### src/rtl/ddma_flit_sender.sv
// ddma_flit_sender
//   Read-side DDMA engine. A command (start word address, flit count) makes
//   the engine read that many consecutive memory words and stream them
//   verbatim as flits into the router local port. Words are prefetched into
//   a small FIFO so that a stalled router never loses data.
//
//   Optional feature: define DDMA_CMD_PENDING_EN to add a one-entry pending
//   command register that queues a command arriving while busy.
//
// Ports
//   clock          rising-edge clock
//   reset          asynchronous, active-high; clears all control state
//   cmd_in         start pulse, qualifies addr_in / nbytes_in
//   addr_in        start word address
//   nbytes_in      number of flits (words) to send
//   status_out     busy
//   done_out       one-cycle completion pulse
//   err_out        one-cycle pulse: a command was dropped
//   mem_enable_out memory read strobe
//   mem_addr_out   memory read word address
//   mem_data_in    read data, valid the cycle after the strobe
//   tx_out         flit valid towards router
//   data_out       flit towards router
//   credit_in      router accepts the flit this cycle
module ddma_flit_sender #(
  parameter int MEMORY_BUS_WIDTH = 32,
  parameter int FLIT_WIDTH       = 32,
  parameter int ADDR_WIDTH       = 16,
  parameter int COUNT_WIDTH      = 16,
  parameter int FIFO_DEPTH       = 4
) (
  input  logic                        clock,
  input  logic                        reset,
  input  logic                        cmd_in,
  input  logic [ADDR_WIDTH-1:0]       addr_in,
  input  logic [COUNT_WIDTH-1:0]      nbytes_in,
  output logic                        status_out,
  output logic                        done_out,
  output logic                        err_out,
  output logic                        mem_enable_out,
  output logic [ADDR_WIDTH-1:0]       mem_addr_out,
  input  logic [MEMORY_BUS_WIDTH-1:0] mem_data_in,
  output logic                        tx_out,
  output logic [FLIT_WIDTH-1:0]       data_out,
  input  logic                        credit_in
);

  localparam int PTR_W = $clog2(FIFO_DEPTH);
  localparam int CNT_W = PTR_W + 1;

  typedef enum logic [1:0] {IDLE, FETCH, DRAIN, DONE} state_t;

  state_t                   state;
  logic [COUNT_WIDTH-1:0]   left;
  logic                     rd_vld_p1;
  logic [FLIT_WIDTH-1:0]    fifo_mem [FIFO_DEPTH];
  logic [PTR_W-1:0]         wptr;
  logic [PTR_W-1:0]         rptr;
  logic [CNT_W-1:0]         count;
  logic                     pend_vld;
  logic [ADDR_WIDTH-1:0]    pend_addr;
  logic [COUNT_WIDTH-1:0]   pend_len;

  logic                     xfer;
  logic [CNT_W-1:0]         count_nxt;
  logic                     space;
  logic                     start;
  logic [ADDR_WIDTH-1:0]    start_addr;
  logic [COUNT_WIDTH-1:0]   start_len;
  logic                     take_cmd;
  logic                     latch;
  logic                     drop;

  // Router side: when the FIFO is empty, returning read data bypasses it so
  // the first flit is presented the same cycle it comes back from memory.
  // If it is not accepted it is also pushed, so the head shows the same word.
  assign tx_out   = (count != '0) || rd_vld_p1;
  assign data_out = (count != '0) ? fifo_mem[rptr] :
                    (rd_vld_p1 ? mem_data_in : '0);
  assign xfer     = tx_out && credit_in;

  assign count_nxt = count + CNT_W'(rd_vld_p1) - CNT_W'(xfer);
  // Reserve a slot for the read in flight as well as the one being issued.
  assign space     = (count_nxt + CNT_W'(mem_enable_out)) < CNT_W'(FIFO_DEPTH);

  always_comb begin
    start      = 1'b0;
    start_addr = addr_in;
    start_len  = nbytes_in;
    take_cmd   = 1'b0;
    latch      = 1'b0;
    case (state)
      IDLE: begin
        start    = cmd_in;
        take_cmd = cmd_in;
      end
      DONE: begin
        if (pend_vld) begin
          start      = 1'b1;
          start_addr = pend_addr;
          start_len  = pend_len;
        end
`ifdef DDMA_CMD_PENDING_EN
        // A command in the done cycle would be queued and started next
        // cycle anyway, so it is started directly.
        else if (cmd_in) begin
          start    = 1'b1;
          take_cmd = 1'b1;
        end
`endif
      end
      default: ;
    endcase
`ifdef DDMA_CMD_PENDING_EN
    latch = cmd_in && status_out && !pend_vld && !take_cmd;
`endif
    drop = cmd_in && status_out && !take_cmd && !latch;
  end

  always_ff @(posedge clock or posedge reset) begin
    if (reset) begin
      state          <= IDLE;
      left           <= '0;
      rd_vld_p1      <= 1'b0;
      wptr           <= '0;
      rptr           <= '0;
      count          <= '0;
      pend_vld       <= 1'b0;
      status_out     <= 1'b0;
      done_out       <= 1'b0;
      err_out        <= 1'b0;
      mem_enable_out <= 1'b0;
      mem_addr_out   <= '0;
    end else begin
      // stage p0 -> p1: read strobe becomes read-data valid
      rd_vld_p1      <= mem_enable_out;
      count          <= count_nxt;
      if (rd_vld_p1) wptr <= wptr + PTR_W'(1);
      if (xfer)      rptr <= rptr + PTR_W'(1);
      done_out       <= 1'b0;
      err_out        <= drop;
      mem_enable_out <= 1'b0;
      if (latch) pend_vld <= 1'b1;
      case (state)
        IDLE, DONE: begin
          if (state == DONE) pend_vld <= 1'b0;
          if (start) begin
            status_out <= 1'b1;
            if (start_len == '0) begin
              state    <= DONE;
              done_out <= 1'b1;
            end else begin
              state          <= FETCH;
              mem_enable_out <= 1'b1;
              mem_addr_out   <= start_addr;
              left           <= start_len - COUNT_WIDTH'(1);
            end
          end else begin
            state      <= IDLE;
            status_out <= 1'b0;
          end
        end
        FETCH: begin
          if (left == '0) begin
            state <= DRAIN;
          end else if (space) begin
            mem_enable_out <= 1'b1;
            mem_addr_out   <= mem_addr_out + ADDR_WIDTH'(1);
            left           <= left - COUNT_WIDTH'(1);
          end
        end
        DRAIN: begin
          if (count_nxt == '0) begin
            state    <= DONE;
            done_out <= 1'b1;
          end
        end
        default: state <= IDLE;
      endcase
    end
  end

  // stage p1: returning data is captured into the FIFO storage
  always_ff @(posedge clock) begin
    if (rd_vld_p1) fifo_mem[wptr] <= mem_data_in;
  end

  always_ff @(posedge clock) begin
    if (latch) begin
      pend_addr <= addr_in;
      pend_len  <= nbytes_in;
    end
  end

endmodule

### config.mk
export PLATFORM = sky130hd
export DESIGN_NAME = ddma_flit_sender
export DESIGN_NICKNAME = d
export VERILOG_FILES = /design/src/rtl/ddma_flit_sender.sv
export SDC_FILE = /design/constraint.sdc
export NUM_CORES = 1
export LEC_CHECK = 0
export ABC_CLOCK_PERIOD_IN_PS = 3900
export BUFFER_PORTS_ARGS = -buffer_cell sky130_fd_sc_hd__buf_2
export CAP_MARGIN = 20
export CORE_MARGIN = 4
export CORE_UTILIZATION = 52
export CTS_CLUSTER_SIZE = 8
export DETAILED_ROUTE_END_ITERATION = 16
export PLACE_DENSITY = 0.76
export SYNTH_ARGS = -nofsm -noshare
export SYNTH_HDL_FRONTEND = slang
export SYNTH_SLANG_ARGS = --single-unit
### constraint.sdc
create_clock -name clock -period 3.9 [get_ports clock]
set_clock_uncertainty 0.05 [all_clocks]
set_input_delay 0.39 -clock clock [delete_from_list [all_inputs] [get_ports clock]]
set_output_delay 0.39 -clock clock [all_outputs]
set_load 0.05 [all_outputs]
==> metrics.md, run 1 <==
| Metric | Value |
|---|---|
| Rel. slew slack | 34.53% |
| Clock Power Share | 19.5% |
| Adder-cell share of the synthesized area | 1.850% |
| Hold Path Class | input port to register |
| Crit path DAT | 4060 ps |
| Cell area after synthesis | 0.008521 sq mm |
| Mean post-synth cell area | 12.70 sq um |
| Final hold vios | 0 |
| Yosys top cell area share | 45.11% |
| Number of max-cap violations | 0 |
| Leakage power | 3.757 nW |
| Core area | 0.01594 sq mm |
| NetSw | 3.911 mW |
| Detailed Place HPWL | 14.22 mm |
| Synth Area in XOR/XNOR | 0.9692% |
| Clock buffer count from CTS | 17 |
| Reg area | 0.004996 sq mm |
| Power share of the combinational group | 48.5% |
| GPL Wtd Cong | 0.9490 |
| Hold_sp | addr_in[4] |
| Area post-placement | 0.009379 sq mm |
| Critical Path Start | count[0] |
| Post-synthesis simple-gate area fraction | 13.98% |
| EDFF count, synth | 128 |
| TritonCTS Sinks | 174 |
| Routed len/inst | 20.79 um |
| Initial DRC Count | 550 |
| Asr flop ratio synth | 26.44% |
| Most frequent cells after synthesis | edfxtp_1, nand2_1, o21ai_0, dfrtp_1, mux4_2 |
| Vias in the first global route | 6,430 |
| Largest family of logic cells by synthesized area | simple AND/OR/NAND/NOR gates |
| Most used standard cell by instance count after synthesis | edfxtp_1 |
| Final worst path period need | 3778 ps |
| Share of cells above drive strength 1 | 29.19% |
| Critical Path End Type | register |
| Internal power | 4.549 mW |
| Status | finished clean |
| Syn. warnings | 0 |
| Max clock buf depth | 2 |
| Worst vdd ir | 0.0005575 V |
| Starting density of the core | 53.45% |
| Die Wd | 136.0 um |
| N_diodes | 0 |
| F_max | 264.7 MHz |
| Port buffer count | 120 |
| Residual DRC | 0 |
| Via density | 6.212 |
| Filler cells | 1,243 |
| H-tree Lvls | 4 |
| Mux cell area share after synthesis | 9.721% |
| WL final | 21.23 mm |
| TritonCTS clock tree | built |
| Slew Limit Fails | 0 |
| First-pass DRT Iterations | 5 |
| Pin count of the biggest net entering global routing | 65 |
| Placed insts | 987 |
| Reg2reg start | count[0] |
| First-pass GRT wire length | 33.24 mm |
| IO Pins | 121 |
| Root Driver | clkbuf_16 |
| Crit start category | register |
| PD cells | 846.8 mW/mm^2 |
| Post-synthesis cell count | 671 |
| Setup CP Type | register to register |
| Synth top area cells | edfxtp_1, dfrtp_1, mux4_2, nand2_1, o21ai_0 |
| Post-synthesis cell type count | 77 |
| Die Y | 136.0 um |
| Worst-Margin Slew | 973.1 ps |
| Layout Nets | 872 |
| Largest area contributor in the netlist | edfxtp_1 |
| Area of the multi-input gates | 0.003297 sq mm |
| Sequential fraction of the synthesis area | 58.62% |
| Final ANT Viol Nets | 0 |
| Part of the power in registers | 32.0% |
| Synthesized flop and latch total | 174 |
| Total gr overflow | 0 |
| Unrepaired setup endpoints after global routing | yes |
| Initial antenna violation count | 0 |
| Syn nets | 751 |
| Worst Path Max Fanout | 13 |
| GRT Util Overall | 23.28% |
| WP data required | 4180 ps |
| Final worst-path cycle share | 96.87% |
| Vias | 6,342 |
| Die Area | 0.01850 sq mm |
| Primary FF master, synth | edfxtp_1 |
| Setup-failing EPs final | 0 |
| Post-synthesis compound-gate area fraction | 12.03% |
| Switch share | 46.23% |
| Rows | 46 |
| Area growth syn-to-layout | 17.24% |
| Fin cells | 1,021 |
| Design Area, Final | 0.009990 sq mm |
| Clock-pin slew on the worst setup and hold paths | 70 ps |
| Worst-Skew Late Latency | 430 ps |
-- layer usage --
| layer | wire length, um | global-route usage [%] | share of wire, % | vias up |
|---|---|---|---|---|
| met5 | 0 | 0 | 0 | - |
| met4 | 490 | 8.063 | 2.3 | 0 |
| met3 | 1947 | 5.625 | 9.2 | 42 |
| met2 | 10670 | 39.32 | 50 | 352 |
| met1 | 8117 | 29.54 | 38 | 3107 |
| li1 | - | - | - | 2841 |
-- cells by family after synthesis --
| logic type | after synthesis |
|---|---|
| simple gates | 227 |
| flops | 174 |
| compound gates | 150 |
| buf+inv | 59 |
| mux | 42 |
| fa+ha+maj | 12 |
| xor+xnor | 7 |
-- cell type report --
class                      count  share of cell area, %
sequential                   174                  50.01
clock inverter                15                  1.528
tap                          216                  2.705
inverter                      20                 0.7515
multi-input combinational    438                  33.00
clock buffer                  17                  4.259
timing repair buffer         141                  7.740
-- power by group through the flow --
stage	combinational, mW	sequential, mW	clock [mW]
2_1_floorplan	2.89	2.87	0
3_3_place_gp	3.98	2.71	0
3_5_place_dp	4.07	2.73	0
4_1_cts	4.09	2.70	1.67
5_1_grt	4.41	2.76	1.76
6_report	4.11	2.71	1.65
-- cells in the final DEF (no fill, tap or decap), types with 10 or more instances in the layout --
cell / instances
edfxtp_1: 128
clkbuf_16: 17
a21oi_1: 20
nor2_1: 26
mux4_2: 32
nor4_1: 13
dfrtp_1: 45
buf_4: 19
inv_1: 19
buf_2: 120
o21ai_0: 57
ha_1: 11
a31oi_1: 10
nand3_1: 12
nor3_1: 16
nand2_1: 90
-- worst paths after layout --
check	cells past startpoint	end	slack, ps
worst min-delay path	3	mem_addr_out[4]	130
worst min register to register	0	rd_vld_p1	360
max in group asynchronous	4	rptr[0]	2810
min in group asynchronous	3	mem_addr_out[10]	470
worst max-delay path	13	left[10]	120
worst max register to register	13	left[10]	120
-- sequential cells by signal, indices dropped and copies added, names as in the netlist --
name and cells:
rptr 2, done_out 1, mem_enable_out 1, err_out 1
fifo_mem 128, wptr 2, status_out 1, state 2
count 3, rd_vld_p1 1, mem_addr_out 16, left 16
-- per-stage QoR --
| stage | total power [mW] | util (%) | TNS [ps] | hold slack, ps | setup WS, ps |
|---|---|---|---|---|---|
| 2_1_floorplan | 5.759 | - | 0 | 438.9 | 65.17 |
| 6_report | 8.460 | 62.66 | 0 | 129.1 | 121.9 |
| 3_3_place_gp | 6.692 | 58.83 | 0 | 346.0 | 200.3 |
| 5_1_grt | 8.928 | 62.66 | -82.07 | 124.8 | -44.76 |
| 4_1_cts | 8.465 | 62.45 | 0 | 120.1 | 60.92 |
| 3_5_place_dp | 6.802 | 58.83 | 0 | 345.0 | 86.77 |
-- timing repair --
item	in CTS	in global routing
setup endpoints to repair	0	8
endpoints found under the hold margin	0	18
setup buffers	0	0
hold buffers	0	1
resized for setup	0	3
-- worst max-delay path, cell delays in order, from the launching register on --
cell and delay [ps]:
dfrtp_1 380, or3_2 490, or2_4 240, and2_1 190
ha_1 280, inv_1 40, ha_1 180, fa_1 530
nand3_1 160, xor2_2 210, a21oi_4 410, buf_4 210
a2111oi_1 50, o211a_1 240
(Power assumes the default switching activity.)
==> inputs of run 2 (changes only) <==
--- a/config.mk
+++ b/config.mk
@@ -13,6 +13,7 @@
 export CTS_CLUSTER_SIZE = 8
 export DETAILED_ROUTE_END_ITERATION = 16
 export PLACE_DENSITY = 0.76
+export REMOVE_ABC_BUFFERS = 1
 export SYNTH_ARGS = -nofsm -noshare
 export SYNTH_HDL_FRONTEND = slang
 export SYNTH_SLANG_ARGS = --single-unit
==> metrics.md, run 2 (same netlist as run 1, synthesis figures left out) <==
| Metric | Value |
|---|---|
| Status | finished clean |
| Most Used Layer, Global Route | met2 |
| Area growth syn-to-layout | 19.03% |
| Core area | 0.01594 sq mm (unchanged) |
| WP data required | 4170 ps (about the same) |
| Routed len/inst | 21.08 um (+1.4%) |
| Worst R2R Setup Slack | 150 ps (+30 ps) |
| Reg area | 0.004996 sq mm (unchanged) |
| TritonCTS clock tree | built |
| Hold EP | mem_addr_out[4] |
| First-pass GRT wire length | 34.35 mm (+3.3%) |
| Setup CP Type | register to register |
| PD cells | 879.2 mW/mm^2 (+3.8%) |
| Most frequent cells in the layout | edfxtp_1, buf_2, nand2_1 |
| Layout Nets | 872 (unchanged) |
| Final worst-path cycle share | 96.03% (-0.85 points) |
| Crit path DAT | 4010 ps (-50 ps) |
| Largest regs | fifo_mem (128), left (16), mem_addr_out (16) |
| Unrepaired setup endpoints after global routing | no |
| Die Wd | 136.0 um (unchanged) |
| Final worst path period need | 3745 ps (-33.00 ps) |
| Final ANT Viol Nets | 0 (unchanged) |
| Via density | 6.182 (-0.47%) |
| TritonCTS Sinks | 174 (unchanged) |
| Pin count of the biggest net entering global routing | 65 (unchanged) |
| Residual DRC | 0 (unchanged) |
| Routing usage on met1 | 31.88% (+2.3 points) |
| Worst Path Max Fanout | 6 (-7) |
| Largest register FFs | 128 (unchanged) |
| Die Y | 136.0 um (unchanged) |
| Hold_sp | addr_in[4] |
| Number of max-cap violations | 0 (unchanged) |
| Filler cells | 1,188 (-4.4%) |
| Clock-pin slew on the worst setup and hold paths | 70 ps (about the same) |
| Total gr overflow | 0 (unchanged) |
| Initial DRC Count | 663 (+21%) |
| Die Area | 0.01850 sq mm (unchanged) |
| Critical Path End Type | register |
| N_diodes | 0 (unchanged) |
| Vias in the first global route | 6,473 (+0.67%) |
| Vias | 6,306 (-0.57%) |
| Worst vdd ir | 0.0004939 V (-11%) |
| Starting density of the core | 53.45% (unchanged) |
| Clock buffer count from CTS | 17 (unchanged) |
| Clock Power Share | 21.8% (+2.3 points) |
| Hold Path Class | input port to register |
| F_max | 267.0 MHz (+0.88%) |
| Initial antenna violation count | 0 (unchanged) |
| Internal power | 4.932 mW (+8.4%) |
| Rows | 46 (unchanged) |
| IO Pins | 121 (unchanged) |
| Leakage power | 3.807 nW (+1.3%) |
| Slew Limit Fails | 0 (unchanged) |
| Hold path cells | 3 (unchanged) |
| H-tree Lvls | 4 (unchanged) |
| Power share of the combinational group | 48.4% (about the same) |
| Area of the multi-input gates | 0.003372 sq mm (+2.3%) |
| Worst-Margin Slew | 904.9 ps (-68.12 ps) |
| First-pass DRT Iterations | 5 (unchanged) |
| Grt met2 use | 39.68% (+0.36 points) |
| Rel. slew slack | 39.67% (+5.1 points) |
| Share of cells above drive strength 1 | 30.47% (+1.3 points) |
| GPL Wtd Cong | 0.9273 (-2.3%) |
| Design Area, Final | 0.01014 sq mm (+1.5%) |
| WL final | 21.50 mm (+1.3%) |
| Port buffer count | 120 (unchanged) |
| Worst-Skew Late Latency | 430 ps (about the same) |
| Max clock buf depth | 2 (unchanged) |
| Commonest non-fill, non-tap cell in the layout | edfxtp_1 |
| Area post-placement | 0.009360 sq mm (-0.20%) |
| Part of the power in registers | 29.8% (-2.2 points) |
| Switch share | 44.69% (-1.5 points) |
| Worst reg2reg path depth | 12 (-1) |
| Worst R2R End | left[10] |
| Root Driver | clkbuf_16 |
| Tot Pwr | 8.917 mW (+5.4%) |
| GRT Util Overall | 24.02% (+0.74 points) |
| NetSw | 3.985 mW (+1.9%) |
| Final hold vios | 0 (unchanged) |
| Reg2reg start | count[0] |
| Met3 usage | 5.736% (+0.11 points) |
| Crit start category | register |
| Detailed Place HPWL | 13.97 mm (-1.8%) |
| Most flops, register | fifo_mem |
| Setup-failing EPs final | 0 (unchanged) |
[run 2: how the worst max path moves through the flow]
stage,start,to,cells after the start
finish,count[0],left[10],12
global route,count[0],mem_addr_out[11],13
CTS,count[1],left[10],13
detailed placement,count[1],left[10],13
global placement,count[0],left[10],13
floorplan,count[0],mem_addr_out[5],12
[run 2: metal layers]
layer | wire [um] | share of wire, %
met1 | 8819 | 41
met2 | 10620 | 49
met3 | 1716 | 8.0
met4 | 344 | 1.6
met5 | 0 | 0
[run 2: what timing repair did]
item / 4_1_cts / 5_1_grt
hold buffers: 1 / 0
setup buffers: 0 / 2
endpoints found under the hold margin: 21 / 0
setup endpoints to repair: 0 / 28
resized for setup: 0 / 16
[run 2: metrics by stage]
step                      cells  setup TNS [ps]  worst slack (ps)  hold WS [ps]  utilization [%]
final                      1020               0             154.9         122.7            63.62
after global routing       1020               0             5.735         131.8            63.62
after CTS                  1017               0             27.16         109.2            63.01
after detailed placement    985               0             33.49         350.9            58.71
after global placement      985               0             168.0         352.9            58.71
after floorplan             632          -24250             -1205         438.9                -
[run 2: power groups by stage]
stage | sequential, mW | combinational [mW] | clock [mW]
2_1_floorplan | 3.00 | 2.67 | 0
3_3_place_gp | 2.66 | 4.04 | 0
3_5_place_dp | 2.68 | 4.13 | 0
4_1_cts | 2.65 | 4.15 | 1.97
5_1_grt | 2.70 | 4.63 | 2.06
6_report | 2.66 | 4.32 | 1.95
[run 2: cell type report]
class | instances | share of cell area, %
flip-flops and latches | 174 | 49.26
clock inverters | 14 | 2.467
multi-input cells | 439 | 33.25
repair buffers | 140 | 7.427
clock buffers | 17 | 4.194
inverters | 20 | 0.7402
well taps | 216 | 2.665
[run 2: worst max-delay path: stages (launching register included)]
cell and delay [ps]:
dfrtp_1 370, or3_2 490, or2_2 290, and2_1 200
ha_1 290, inv_1 40, ha_1 180, fa_2 580
nand3_4 130, xor2_4 240, a21oi_4 130, or4_1 540
o211a_1 130
==> inputs of run 3 (changes only) <==
--- a/config.mk
+++ b/config.mk
@@ -6,13 +6,14 @@
 export NUM_CORES = 1
 export LEC_CHECK = 0
 export ABC_CLOCK_PERIOD_IN_PS = 3900
-export BUFFER_PORTS_ARGS = -buffer_cell sky130_fd_sc_hd__buf_2
 export CAP_MARGIN = 20
+export CORE_ASPECT_RATIO = 2
 export CORE_MARGIN = 4
-export CORE_UTILIZATION = 52
+export CORE_UTILIZATION = 55
 export CTS_CLUSTER_SIZE = 8
 export DETAILED_ROUTE_END_ITERATION = 16
-export PLACE_DENSITY = 0.76
+export DONT_BUFFER_PORTS = 1
+export PLACE_DENSITY = 0.73
 export REMOVE_ABC_BUFFERS = 1
 export SYNTH_ARGS = -nofsm -noshare
 export SYNTH_HDL_FRONTEND = slang
==> metrics.md, run 3 (same netlist as run 1, synthesis figures left out) <==
| Metric | Value |
|---|---|
| Status | finished clean |
| Hold slack final | 24.82 ps (-97.88 ps) |
| GPL Wtd Cong | 0.9353 (+0.86%) |
| Final worst path period need | 3787 ps (+41.90 ps) |
| Crit path DAT | 4020 ps (about the same) |
| Reg2reg start | count[1] |
| Most frequent cell on the critical path | ha_1 |
| Area post-placement | 0.008792 sq mm (-6.1%) |
| Rel. slew slack | 30.59% (-9.1 points) |
| Most frequent cells in the layout | edfxtp_1, nand2_1, dfrtp_1, dlygate4sd3_1, o21ai_1 |
| GRT Util Overall | 26.42% (+2.4 points) |
| Area growth syn-to-layout | 17.69% |
| Die Wd | 96.01 um (-29%) |
| Number of max-cap violations | 0 (unchanged) |
| Rows | 64 (+39%) |
| Layout Nets | 804 (-7.8%) |
| Total gr overflow | 0 (unchanged) |
| Critical Path Start | count[1] |
| Design Area, Final | 0.01003 sq mm (-1.1%) |
| First-pass GRT wire length | 34.29 mm (-0.16%) |
| Setup-failing EPs final | 0 (unchanged) |
| Initial antenna violation count | 0 (unchanged) |
| Worst path max stage delay | 590 ps (about the same) |
| Hold Path Class | input port to register |
| Final hold vios | 0 (unchanged) |
| F_max | 264.1 MHz (-1.1%) |
| Worst R2R Setup Slack | 110 ps (-40 ps) |
| Detailed Place HPWL | 15.28 mm (+9.4%) |
| Crit start category | register |
| Starting density of the core | 55.71% (+2.3 points) |
| Most flops, register | fifo_mem |
| Die Area | 0.01767 sq mm (-4.5%) |
| WP data required | 4140 ps (-30 ps) |
| Vias | 6,063 (-3.9%) |
| Root Driver | clkbuf_16 |
| Worst vdd ir | 0.0005651 V (+14%) |
| Worst Path Max Fanout | 6 (unchanged) |
| Routed len/inst | 24.62 um (+17%) |
| Largest delay share family, worst path | adder cells |
| Pin count of the biggest net entering global routing | 65 (unchanged) |
| Via density | 6.484 (+4.9%) |
| H-tree Lvls | 4 (unchanged) |
| Leakage power | 3.525 nW (-7.4%) |
| Clock buffer count from CTS | 17 (unchanged) |
| Port buffer count | 0 (-100%) |
| Critical Path End Type | register |
| Slew Limit Fails | 0 (unchanged) |
| First-pass DRT Iterations | 6 (+1) |
| Max clock buf depth | 2 (unchanged) |
| Filler cells | 1,130 (-4.9%) |
| TritonCTS Sinks | 174 (unchanged) |
| Hold_sp | mem_data_in[9] |
| IO Pins | 121 (unchanged) |
| PD cells | 867.2 mW/mm^2 (-1.4%) |
| Unrepaired setup endpoints after global routing | no |
| CP cell instances | or3_4 -> or2_2 -> and2_4 -> ha_1 -> inv_1 -> ha_1 -> fa_2 -> nand3_4 -> xor2_4 -> a21oi_4 -> buf_4 -> o31ai_1 -> o21ai_0 |
| TritonCTS clock tree | built |
| Core area | 0.01529 sq mm (-4.1%) |
| Largest register FFs | 128 (unchanged) |
| Clock-pin slew on the worst setup and hold paths | 70 ps (about the same) |
| Final worst-path cycle share | 97.10% (+1.1 points) |
| N_diodes | 0 (unchanged) |
| Worst-Skew Late Latency | 420 ps (about the same) |
| Initial DRC Count | 343 (-48%) |
| Vias in the first global route | 6,289 (-2.8%) |
| Commonest non-fill, non-tap cell in the layout | edfxtp_1 |
| Residual DRC | 0 (unchanged) |
| Largest regs | fifo_mem (128), left (16), mem_addr_out (16) |
| WL final | 23.02 mm (+7.0%) |
| Share of cells above drive strength 1 | 18.59% (-12 points) |
| Slowest stage cell, crit path | fa_2 |
| WP buf/inv | 2 (+1) |
| Setup CP Type | register to register |
| Final ANT Viol Nets | 0 (unchanged) |
| Worst-Margin Slew | 1034 ps (+129.2 ps) |
| Die Y | 184.0 um (+35%) |
-- run 3: cell count changes in the layout (fill, tap and decap cells not counted), sizes merged --
cell	before	now
buf	139	27
bufinv	6	5
clkbuf	17	18
clkinv	1	5
dlygate4sd3	1	45
inv	25	22
-- run 3: report_power, final --
part           switching, mW  total [mW]  internal, mW
combinational           2.57        3.84          1.27
clock                  0.704        1.84          1.14
sequential             0.701        3.01          2.31
total                   3.98        8.70          4.72
-- run 3: worst reg2reg max path, stage by stage, from the launching register on --
cell,delay [ps]
dfrtp_1,390
or3_4,370
or2_2,300
and2_4,180
ha_1,270
inv_1,40
ha_1,190
fa_2,590
nand3_4,120
xor2_4,350
a21oi_4,180
buf_4,210
o31ai_1,270
o21ai_0,140
-- run 3: area by class of cell --
type	instances	area (sq um)	area share, %
clock buffers	18	429.2	4.279
clock inverters	14	212.7	2.121
inverters	20	75.07	0.7486
multi-input cells	439	3407	33.97
flip-flops and latches	174	4996	49.82
well taps	198	247.7	2.470
repair buffers	72	660.6	6.588
-- run 3: timing repair --
item,CTS,global route
endpoints found under the hold margin,84,48
endpoints found under the setup margin,4,27
pin swaps,1,8
buffers inserted,1,2
cloned,0,1
gates resized for setup,2,22
hold buffers,27,18
-- run 3: final timing paths --
| kind | endpoint | cells after the start |
|---|---|---|
| min in group asynchronous | state[1] | 2 |
| max | left[3] | 13 |
| min reg2reg | rptr[1] | 1 |
| max reg2reg | left[3] | 13 |
| min | fifo_mem[2][9] | 0 |
| max in group asynchronous | rptr[0] | 3 |
-- run 3: through the flow --
| step | setup TNS [ps] | instances | power (mW) | utilization, % | worst slack (ps) |
|---|---|---|---|---|---|
| final | 0 | 935 | 8.697 | 65.57 | 113.0 |
| after global routing | 0 | 935 | 9.103 | 65.57 | 65.41 |
| after CTS | 0 | 914 | 8.480 | 63.55 | 12.20 |
| after detailed placement | -4.250 | 854 | 6.601 | 57.49 | -4.250 |
| after global placement | 0 | 854 | 6.495 | 57.49 | 70.02 |
| after floorplan | -24250 | 632 | 5.673 | - | -1205 |
-- run 3: routing by layer --
layer	routed length [um]	part of all wire, %	track usage, %
met5	0	0	0
met2	12800	56	47.91
met1	7617	33	27.70
met3	1334	5.8	4.875
met4	1263	5.5	14.65
